`config.mk`:
```
export PLATFORM = sky130hd
export DESIGN_NAME = vga_timing_generator
export DESIGN_NICKNAME = d
export VERILOG_FILES = /design/src/rtl/vga_timing_generator_pkg.sv /design/src/rtl/vga_sync_delay.sv /design/src/rtl/vga_timing_generator.sv
export SDC_FILE = /design/constraint.sdc
export NUM_CORES = 1
export LEC_CHECK = 0
export ABC_AREA = 0
export CORE_ASPECT_RATIO = 0.6
export CORE_UTILIZATION = 32
export CTS_CLUSTER_SIZE = 8
export DETAILED_ROUTE_END_ITERATION = 8
export SYNTH_ARGS = -nofsm -noshare
export SYNTH_HDL_FRONTEND = slang
export SYNTH_SLANG_ARGS = --single-unit
```
`constraint.sdc`:
```
create_clock -name CLOCK_25 -period 4.75 [get_ports CLOCK_25]
set_clock_uncertainty 0.2 [all_clocks]
set_input_delay 1.425 -clock CLOCK_25 [delete_from_list [all_inputs] [get_ports CLOCK_25]]
set_output_delay 1.425 -clock CLOCK_25 [all_outputs]
set_load 0.05 [all_outputs]
```
`src/rtl/vga_timing_generator_pkg.sv`:
```
// Shared VGA timing constants, types and helpers for the timing generator and image generator.
package vga_timing_generator_pkg;

    // Frame geometry shared with the image generator.
    localparam int unsigned FRAME_WIDTH  = 640;
    localparam int unsigned FRAME_HEIGHT = 480;

    // 640x480@60 Hz line and frame timing.
    localparam int unsigned H_VISIBLE_DEF = FRAME_WIDTH;
    localparam int unsigned H_FRONT_DEF   = 16;
    localparam int unsigned H_SYNC_DEF    = 96;
    localparam int unsigned H_BACK_DEF    = 48;
    localparam int unsigned V_VISIBLE_DEF = FRAME_HEIGHT;
    localparam int unsigned V_FRONT_DEF   = 10;
    localparam int unsigned V_SYNC_DEF    = 2;
    localparam int unsigned V_BACK_DEF    = 33;

    localparam int unsigned CNT_W = 12;
    typedef logic [CNT_W-1:0] cnt_t;

    // Delay-line bit order is {active, hsync_n, vsync_n}; idle is blanked with both syncs high.
    localparam logic [2:0] SYNC_IDLE = 3'b011;

    // True when cnt lies in [start, start+len).
    function automatic logic in_window(cnt_t cnt, cnt_t start, cnt_t len);
        return (cnt >= start) && (cnt < start + len);
    endfunction

endpackage

```
`src/rtl/vga_sync_delay.sv`:
```
// Shift register that delays {active, hsync_n, vsync_n} so the sync pins line up with RGB.
module vga_sync_delay
    import vga_timing_generator_pkg::*;
#(
    parameter int unsigned Depth = 2
) (
    input  logic       clk_i,
    input  logic       rst_ni,
    input  logic [2:0] sync_i,
    output logic [2:0] sync_pre_o,
    output logic [2:0] sync_o
);

    logic [2:0] stage_q [Depth];
    logic [2:0] stage_d [Depth];

    // Each stage takes the previous one; stage 0 takes the input.
    always_comb begin
        stage_d[0] = sync_i;
        for (int unsigned i = 1; i < Depth; i++) begin
            stage_d[i] = stage_q[i-1];
        end
    end

    // Shift on every clock; reset clears all stages to the idle pattern.
    always_ff @(posedge clk_i or negedge rst_ni) begin
        if (!rst_ni) begin
            for (int unsigned i = 0; i < Depth; i++) begin
                stage_q[i] <= SYNC_IDLE;
            end
        end else begin
            for (int unsigned i = 0; i < Depth; i++) begin
                stage_q[i] <= stage_d[i];
            end
        end
    end

    // Value about to enter the last stage: lets the RGB register gate colour on the same edge.
    assign sync_pre_o = stage_d[Depth-1];
    assign sync_o     = stage_q[Depth-1];

endmodule

```
`src/rtl/vga_timing_generator.sv`:
```
// 640x480@60 Hz VGA timing: presents 1-based x/y, registers blank-masked colour and syncs.
module vga_timing_generator
    import vga_timing_generator_pkg::*;
#(
    parameter int unsigned H_VISIBLE     = H_VISIBLE_DEF,
    parameter int unsigned H_FRONT       = H_FRONT_DEF,
    parameter int unsigned H_SYNC        = H_SYNC_DEF,
    parameter int unsigned H_BACK        = H_BACK_DEF,
    parameter int unsigned V_VISIBLE     = V_VISIBLE_DEF,
    parameter int unsigned V_FRONT       = V_FRONT_DEF,
    parameter int unsigned V_SYNC        = V_SYNC_DEF,
    parameter int unsigned V_BACK        = V_BACK_DEF,
    parameter int unsigned COLOR_LATENCY = 1
) (
    input  logic        CLOCK_25,
    input  logic        RESET_N,
    output logic [11:0] x,
    output logic [11:0] y,
    output logic        active,
    input  logic [2:0]  color,
    output logic [2:0]  vga_rgb,
    output logic        vga_hsync,
    output logic        vga_vsync,
    output logic        vga_blank_n,
    output logic        frame_tick,
    output logic [15:0] frame_count
);

    localparam int unsigned HTotal = H_VISIBLE + H_FRONT + H_SYNC + H_BACK;
    localparam int unsigned VTotal = V_VISIBLE + V_FRONT + V_SYNC + V_BACK;
    localparam int unsigned Depth  = COLOR_LATENCY + 1;

    localparam cnt_t HLast      = cnt_t'(HTotal - 1);
    localparam cnt_t VLast      = cnt_t'(VTotal - 1);
    localparam cnt_t HVis       = cnt_t'(H_VISIBLE);
    localparam cnt_t VVis       = cnt_t'(V_VISIBLE);
    localparam cnt_t HSyncStart = cnt_t'(H_VISIBLE + H_FRONT);
    localparam cnt_t HSyncLen   = cnt_t'(H_SYNC);
    localparam cnt_t VSyncStart = cnt_t'(V_VISIBLE + V_FRONT);
    localparam cnt_t VSyncLen   = cnt_t'(V_SYNC);

    cnt_t        h_cnt_q, h_cnt_d;
    cnt_t        v_cnt_q, v_cnt_d;
    cnt_t        x_q, x_d;
    cnt_t        y_q, y_d;
    logic        active_q, active_d;
    logic        hsync_q, hsync_d;
    logic        vsync_q, vsync_d;
    logic        frame_tick_q, frame_tick_d;
    logic [15:0] frame_count_q, frame_count_d;
    logic [2:0]  rgb_q, rgb_d;
    logic [2:0]  sync_pre;
    logic [2:0]  sync_out;

    // Raster counters: h wraps each line, v steps only on h wrap and wraps at end of frame.
    always_comb begin
        h_cnt_d = (h_cnt_q == HLast) ? '0 : h_cnt_q + cnt_t'(1);
        v_cnt_d = v_cnt_q;
        if (h_cnt_q == HLast) begin
            v_cnt_d = (v_cnt_q == VLast) ? '0 : v_cnt_q + cnt_t'(1);
        end
    end

    // Decode the position being entered so the registered outputs describe the current counters.
    always_comb begin
        active_d      = (h_cnt_d < HVis) && (v_cnt_d < VVis);
        x_d           = active_d ? h_cnt_d + cnt_t'(1) : '0;
        y_d           = active_d ? v_cnt_d + cnt_t'(1) : '0;
        hsync_d       = !in_window(h_cnt_d, HSyncStart, HSyncLen);
        vsync_d       = !in_window(v_cnt_d, VSyncStart, VSyncLen);
        frame_tick_d  = (h_cnt_d == '0) && (v_cnt_d == VVis);
        frame_count_d = frame_tick_d ? frame_count_q + 16'd1 : frame_count_q;
        // Gate with the active bit that lands on the blank_n pin on this same edge.
        rgb_d         = sync_pre[2] ? color : 3'b000;
    end

    // State and presented-position registers; reset parks on the last blanked pixel.
    always_ff @(posedge CLOCK_25 or negedge RESET_N) begin
        if (!RESET_N) begin
            h_cnt_q       <= HLast;
            v_cnt_q       <= VLast;
            x_q           <= '0;
            y_q           <= '0;
            active_q      <= 1'b0;
            hsync_q       <= 1'b1;
            vsync_q       <= 1'b1;
            frame_tick_q  <= 1'b0;
            frame_count_q <= '0;
            rgb_q         <= 3'b000;
        end else begin
            h_cnt_q       <= h_cnt_d;
            v_cnt_q       <= v_cnt_d;
            x_q           <= x_d;
            y_q           <= y_d;
            active_q      <= active_d;
            hsync_q       <= hsync_d;
            vsync_q       <= vsync_d;
            frame_tick_q  <= frame_tick_d;
            frame_count_q <= frame_count_d;
            rgb_q         <= rgb_d;
        end
    end

    vga_sync_delay #(
        .Depth (Depth)
    ) u_sync_delay (
        .clk_i      (CLOCK_25),
        .rst_ni     (RESET_N),
        .sync_i     ({active_q, hsync_q, vsync_q}),
        .sync_pre_o (sync_pre),
        .sync_o     (sync_out)
    );

    assign x           = x_q;
    assign y           = y_q;
    assign active      = active_q;
    assign frame_tick  = frame_tick_q;
    assign frame_count = frame_count_q;
    assign vga_rgb     = rgb_q;
    assign vga_blank_n = sync_out[2];
    assign vga_hsync   = sync_out[1];
    assign vga_vsync   = sync_out[0];

endmodule

```
==> results of run 1 <==
-- registers in the layout, summed over array words and instances (netlist names) --
register                 count
frame_tick                   1
active                       1
h_cnt_q                     12
u_sync_delay.sync_o          3
v_cnt_q                     12
vsync_q                      1
x                           12
u_sync_delay.sync_pre_o      3
y                           12
frame_count                 16
vga_rgb                      3
hsync_q                      1
-- cells by family after synthesis --
logic type,Yosys count,synth area share [%]
and+or+nand+nor,150,24.37
DFF,77,51.10
xor gates and xnor gates,46,10.57
buffers and inverters,36,4.663
AOI/OAI and AO/OA,34,6.076
adders and majority gates,7,2.299
muxes,3,0.8210
other,1,0.09843
-- metrics by stage --
stage	cells	hold WS [ns]	setup slack [ns]	utilization, %	area (um^2)
finish	569	0.1556	0.6636	41.46	4747
global route	569	0.1608	0.4207	41.46	4747
CTS	569	0.1565	0.7292	41.46	4747
detailed placement	553	0.1472	0.7584	38.79	4441
global placement	553	0.1465	0.9247	38.79	4441
floorplan	358	0.1452	1.410	-	3825
-- power by group through the flow --
stage	sequential [mW]	combinational, mW	clock (mW)
2_1_floorplan	0.685	0.00120	0
3_3_place_gp	0.672	0.0368	0
3_5_place_dp	0.672	0.0369	0
4_1_cts	0.661	0.0370	0.716
5_1_grt	0.661	0.0399	0.744
6_report	0.661	0.0357	0.697
-- final cells by class --
type                    count  area, um^2
well taps                 160       200.2
fillers                  1096        6701
flip-flops and latches     77        1947
repair buffers             53       525.5
clock buffers               9       225.2
multi-input cells         245        1700
clock inverters             7       81.33
inverters                  18       67.56
-- critical path: cells and delay by family (launching register included) --
| family | cells | cell delay [ns] |
|---|---|---|
| AOI/OAI and AO/OA | 3 | 0.96 |
| xor gates and xnor gates | 1 | 0.18 |
| adders and majority gates | 2 | 0.47 |
| DFF | 1 | 0.39 |
| and+or+nand+nor | 5 | 1.83 |
-- metal layers --
layer / up-vias / track usage [%] / routed length, um
li1: 1332 / - / -
met1: 1361 / 22.47 / 4426
met2: 73 / 19.21 / 3313
met3: 8 / 3.536 / 436
met4: 0 / 4.888 / 94
met5: - / 0 / 0
-- layout by cell type (no fill, tap or decap), drive strengths merged, types with 3 or more instances in the layout --
cell            n
nand3          17
nor3           17
conb            5
dfrtp          61
nor2b           5
or2             3
nand3b          3
ha              7
clkbuf          9
xnor2          19
nor4           14
and4            4
nand2          14
o21ai           9
clkdlybuf4s50  51
a21oi           5
o21a            3
nand4          14
nor3b           3
and3            8
dfstp          16
clkinvlp        3
xor2           27
and2            5
nor2           30
or3             4
inv            21
-- worst max-delay path by stage --
| stage | slack [ns] | startpoint | cells after the start | to |
|---|---|---|---|---|
| 2_1_floorplan | 1.41 | h_cnt_q[0] | 14 | frame_count[13] |
| 3_3_place_gp | 0.92 | h_cnt_q[0] | 11 | frame_count[7] |
| 3_5_place_dp | 0.76 | h_cnt_q[0] | 11 | frame_count[15] |
| 4_1_cts | 0.73 | h_cnt_q[0] | 11 | frame_count[15] |
| 5_1_grt | 0.42 | h_cnt_q[0] | 11 | frame_count[9] |
| 6_report | 0.66 | h_cnt_q[0] | 11 | frame_count[15] |
==> metrics, run 1 <==
status completed; clk_lat worst skew approximately 0.33 ns; CTS tree yes; Clock Tree Buf Depth 2; cells along the critical path ha_1, and4_1, and4_1, a31oi_1, ha_1, and4_1, o21ai_1, a2111oi_1, nand4bb_2, nor4_1, xor2_1; post-CTS sizing 0; fin nets 416; final number of setup-violating endpoints 0; clock power share between 50% and 60%; GRT Residual Overflow 0; P_int 1.083 mW; slowest CP cell a2111oi_1; routed via count 2774; GRT Util Overall 14.50%; Gate power share 2.6%; Area contributors post-synth dfrtp_1, dfstp_2, xor2_1; NetSw 0.3105 mW; HP Class reg -> reg; Vias per Instance 4.875; CTS Root Cell clkbuf_16; CP most frequent cell and4_1; Post-CTS Setup Bufs 0; RSZ-0062 raised after global routing false; Slew Limit Fails 0; dpl hpwl 5948 um; Slew Limit Headroom 37.34%; Req. time, crit path 4.81 ns; Setup CP Type reg -> reg; drt first pass iters 4; sequential-to-total area share from yosys stat 51.10%; syn avg cell area 10.76 um^2; library cells used by synthesis 57; synthesized area 3810 um^2; sink of the worst hold path u_sync_delay.sync_pre_o[0]; Startpoint Class flop; VDD IR-drop max 0.1380 mV; #FFs+latches synth just under 80; die span in y 86.52 um; fin crit share 86.03%; largest net degree at the start of global routing just under 80; CTS sink count between 70 and 80; P per Cell Area 293.5 nW/um^2; Worst EP arrival 4.14 ns; CP max stage delay 0.49 ns; Final min period 4.086 ns; max-cap violations 0; first-pass GRT wire length 13700 um; sw frac between 20% and 30%; number of cells on the worst hold path 0; Slew @ Worst Pin 0.9399 ns; Leak 2.035 nW; ys async rst share 100.0%; port buffer count 52; Final Power 1.393 mW; DRC violations left 0; hold wc startpoint vsync_q; post-synth top area cell dfrtp_1; Setup crit end kind flop; Reg power frac about 47%; final weighted congestion in routability-driven placement ~0.86; Wirelength per Cell 14.54 um; Max FO, Critical Path 14; reg2reg setup slack 0.66 ns; row cnt 30; H-tree depth 3; setup TNS 0 ns; RR Endpoint frame_count[15]; Fmax 0.2447 GHz; WL final 8271 um; clock-pin slew on the worst setup and hold paths around 0.060 ns; most frequent cell after synthesis dfrtp_1; P&R area growth vs syn 24.60%; vias in the first global route 2609; IO Pins 53; DIE WIDTH 142.9 um; Worst R2R Path Depth 11; # diodes 0; reg2reg start h_cnt_q[0]; layout cell share with drive strength beyond 1 between 10% and 20%; die footprint 12360 um^2; Final ANT Viol Nets 0; # hold bufs at CTS 0; Synth Instances roughly 350; Yosys warning count 0; commonest cells in the netlist dfrtp_1, nor2_1, xor2_1; top cell type's share of synthesized area 40.07%; Hold Violations, Final 0; Post-synth top flop dfrtp_1; Initial Utilization 33.28%; initial antenna violation count 0; CORE AREA 11450 um^2; drt first-iter violations 215; EDFF count, synth 0; clock buffer count from CTS 9
No activity file was read; power rests on OpenSTA's default activity.
==> run 2: changes to the inputs <==
--- a/config.mk
+++ b/config.mk
@@ -7,9 +7,10 @@
 export LEC_CHECK = 0
 export ABC_AREA = 0
 export CORE_ASPECT_RATIO = 0.6
-export CORE_UTILIZATION = 32
+export CORE_UTILIZATION = 55
 export CTS_CLUSTER_SIZE = 8
 export DETAILED_ROUTE_END_ITERATION = 8
+export PLACE_DENSITY = 0.8
 export SYNTH_ARGS = -nofsm -noshare
 export SYNTH_HDL_FRONTEND = slang
 export SYNTH_SLANG_ARGS = --single-unit
==> run 2 against run 1 <==
Setup slack lost 0.017 ns. Hold slack gained 0.00071 ns. Sequential power barely moved. Maximum frequency shrank 0.43%. Sequential share of layout area grew 0.41 points. Routed wire length rose by 3.0%. Cell area decreased by 1.0%. Non-clock buffer count is the same. Total power increased by 7.6%. Critical path depth unchanged. Count of clock-buffer cells in the layout is 2 higher. Critical endpoint is now frame_count[7]. Largest cell class unchanged. Highest routed layer unchanged.
==> metrics, run 2 (synthesized netlist as in run 1, its figures left out) <==
setup slack at placement 0.7244 ns (-0.03395 ns); H-tree depth 3 (unchanged); RSZ-0062 raised after global routing false; Final ANT Viol Nets 0 (unchanged); Hold Violations, Final 0 (unchanged); # diodes 0 (unchanged); P&R area growth vs syn 23.35%; largest net degree at the start of global routing 78 (unchanged); final core utilization 70.39% (+29 points); Startpoint Class flop; Setup CP Type reg -> reg; P per Cell Area 319.0 nW/um^2 (+8.7%); clock buffer count from CTS 9 (unchanged); final weighted congestion in routability-driven placement 0.8855 (+3.4%); dpl hpwl 5898 um (-0.84%); GRT Util Overall 26.49% (+12 points); reg2reg start h_cnt_q[0]; Post-CTS Setup Bufs 0 (unchanged); row cnt 23 (-23%); clock-pin slew on the worst setup and hold paths 0.06 ns (about the same); Slew Limit Fails 0 (unchanged); CTS Root Cell clkbuf_16; Clock Tree Buf Depth 2 (unchanged); # hold bufs at CTS 0 (unchanged); commonest non-fill, non-tap cell in the layout dfrtp_1; HP Class reg -> reg; sink of the worst hold path u_sync_delay.sync_o[0]; Final WS setup 0.6462 ns (-0.01748 ns); met2 wire len 3521 um (+6.3%); status completed; Initial Utilization 57.07% (+24 points); layout cell share with drive strength beyond 1 12.96% (-0.24 points); placed insts 480 (-13%); first-pass GRT wire length 14150 um (+3.3%); drt first-iter violations 332 (+54%); RR Endpoint frame_count[7]; Slew Limit Headroom 37.53% (+0.20 points); Req. time, crit path 4.81 ns (about the same); die span in y 66.47 um (-23%); routed via count 2933 (+5.7%); hold wc startpoint u_sync_delay.sync_pre_o[0]; GRT Residual Overflow 0 (unchanged); vias in the first global route 2816 (+7.9%); Vias per Instance 5.913 (+21%); Fmax 0.2437 GHz (-0.43%); Final Non-Filler Cells 496 (-13%); die footprint 7275 um^2 (-41%); IO Pins 53 (unchanged); final number of setup-violating endpoints 0 (unchanged); met3 wire length 747 um (+71%); Worst EP arrival 4.17 ns (+0.03 ns); setup TNS 0 ns (unchanged); number of cells on the worst hold path 0 (unchanged); Worst R2R Path Depth 11 (unchanged); max reg flops 16 (unchanged); max-cap violations 0 (unchanged); CTS tree yes; Wirelength per Cell 17.18 um (+18%); most frequent cells in the layout dfrtp_1, clkdlybuf4s50_1, nor2_1; Leak 2.064 nW (+1.5%); top sig layer met4; CTS sink count 77 (unchanged); CORE AREA 6676 um^2 (-42%); DRC violations left 0 (unchanged); DRT met1 WL 4106 um (-7.2%); port buffer count 52 (unchanged); DIE WIDTH 109.5 um (-23%); Slew @ Worst Pin 0.9370 ns (-0.002939 ns); VDD IR-drop max 0.2601 mV (+88%); WL final 8520 um (+3.0%); drt first pass iters 5 (+1); initial antenna violation count 0 (unchanged); Final min period 4.104 ns (+0.01748 ns); clk_lat worst skew 0.34 ns (about the same); Setup crit end kind flop; fin crit share 86.40% (+0.37 points); reg2reg setup slack 0.65 ns (-0.02 ns); Max FO, Critical Path 14 (unchanged); post-CTS sizing 0 (unchanged); fin nets 416 (unchanged)
[run 2: how the worst max path moves through the flow]
stage,endpoint,slack [ns],depth (start not counted),start
after floorplan,frame_count[13],1.41,14,h_cnt_q[0]
after detailed placement,frame_count[7],0.72,11,h_cnt_q[0]
after global routing,frame_count[15],0.41,11,h_cnt_q[0]
final,frame_count[7],0.65,11,h_cnt_q[0]
after global placement,frame_count[7],0.95,11,h_cnt_q[0]
after CTS,frame_count[7],0.69,11,h_cnt_q[0]
[run 2: power by group]
group | leakage, nW | internal (mW) | total (mW) | switching [mW]
Clock | 0.170 | 0.530 | 0.802 | 0.272
Combinational | 0.934 | 0.00895 | 0.0357 | 0.0268
Sequential | 0.960 | 0.660 | 0.661 | 0.00101
Total | 2.06 | 1.20 | 1.50 | 0.300
[run 2: layout make-up]
class	instances	area, um^2
Timing Repair Buffer	53	525.5
Tap cell	87	108.9
Fill cell	505	1977
Clock inverter	5	107.6
Sequential cell	77	1947
Multi-Input combinational cell	245	1700
Clock buffer	11	242.7
Inverter	18	67.56
[run 2: per-stage QoR]
| stage | total power, mW | cell area, um^2 | hold WS (ns) |
|---|---|---|---|
| 2_1_floorplan | 0.6865 | 3825 | 0.1452 |
| 3_5_place_dp | 0.7094 | 4349 | 0.1481 |
| 3_3_place_gp | 0.7088 | 4349 | 0.1456 |
| 6_report | 1.499 | 4700 | 0.1563 |
| 5_1_grt | 1.542 | 4700 | 0.1600 |
| 4_1_cts | 1.512 | 4700 | 0.1575 |
[run 2: worst max-delay path, stage by stage, from the launching register on]
cell       delay [ns]
dfstp_2          0.39
ha_1             0.28
and4_1           0.31
and4_1           0.39
a31oi_1          0.36
ha_1             0.20
and4_1           0.18
o21ai_1          0.09
a2111oi_1        0.46
nand4bb_2        0.48
nor4_1           0.51
xor2_1           0.18
[run 2: metal layers]
layer / global-route usage (%) / vias to the layer above
li1: - / 1336
met1: 39.07 / 1442
met2: 35.53 / 133
met3: 9.198 / 22
met4: 9.333 / 0
met5: 0 / -
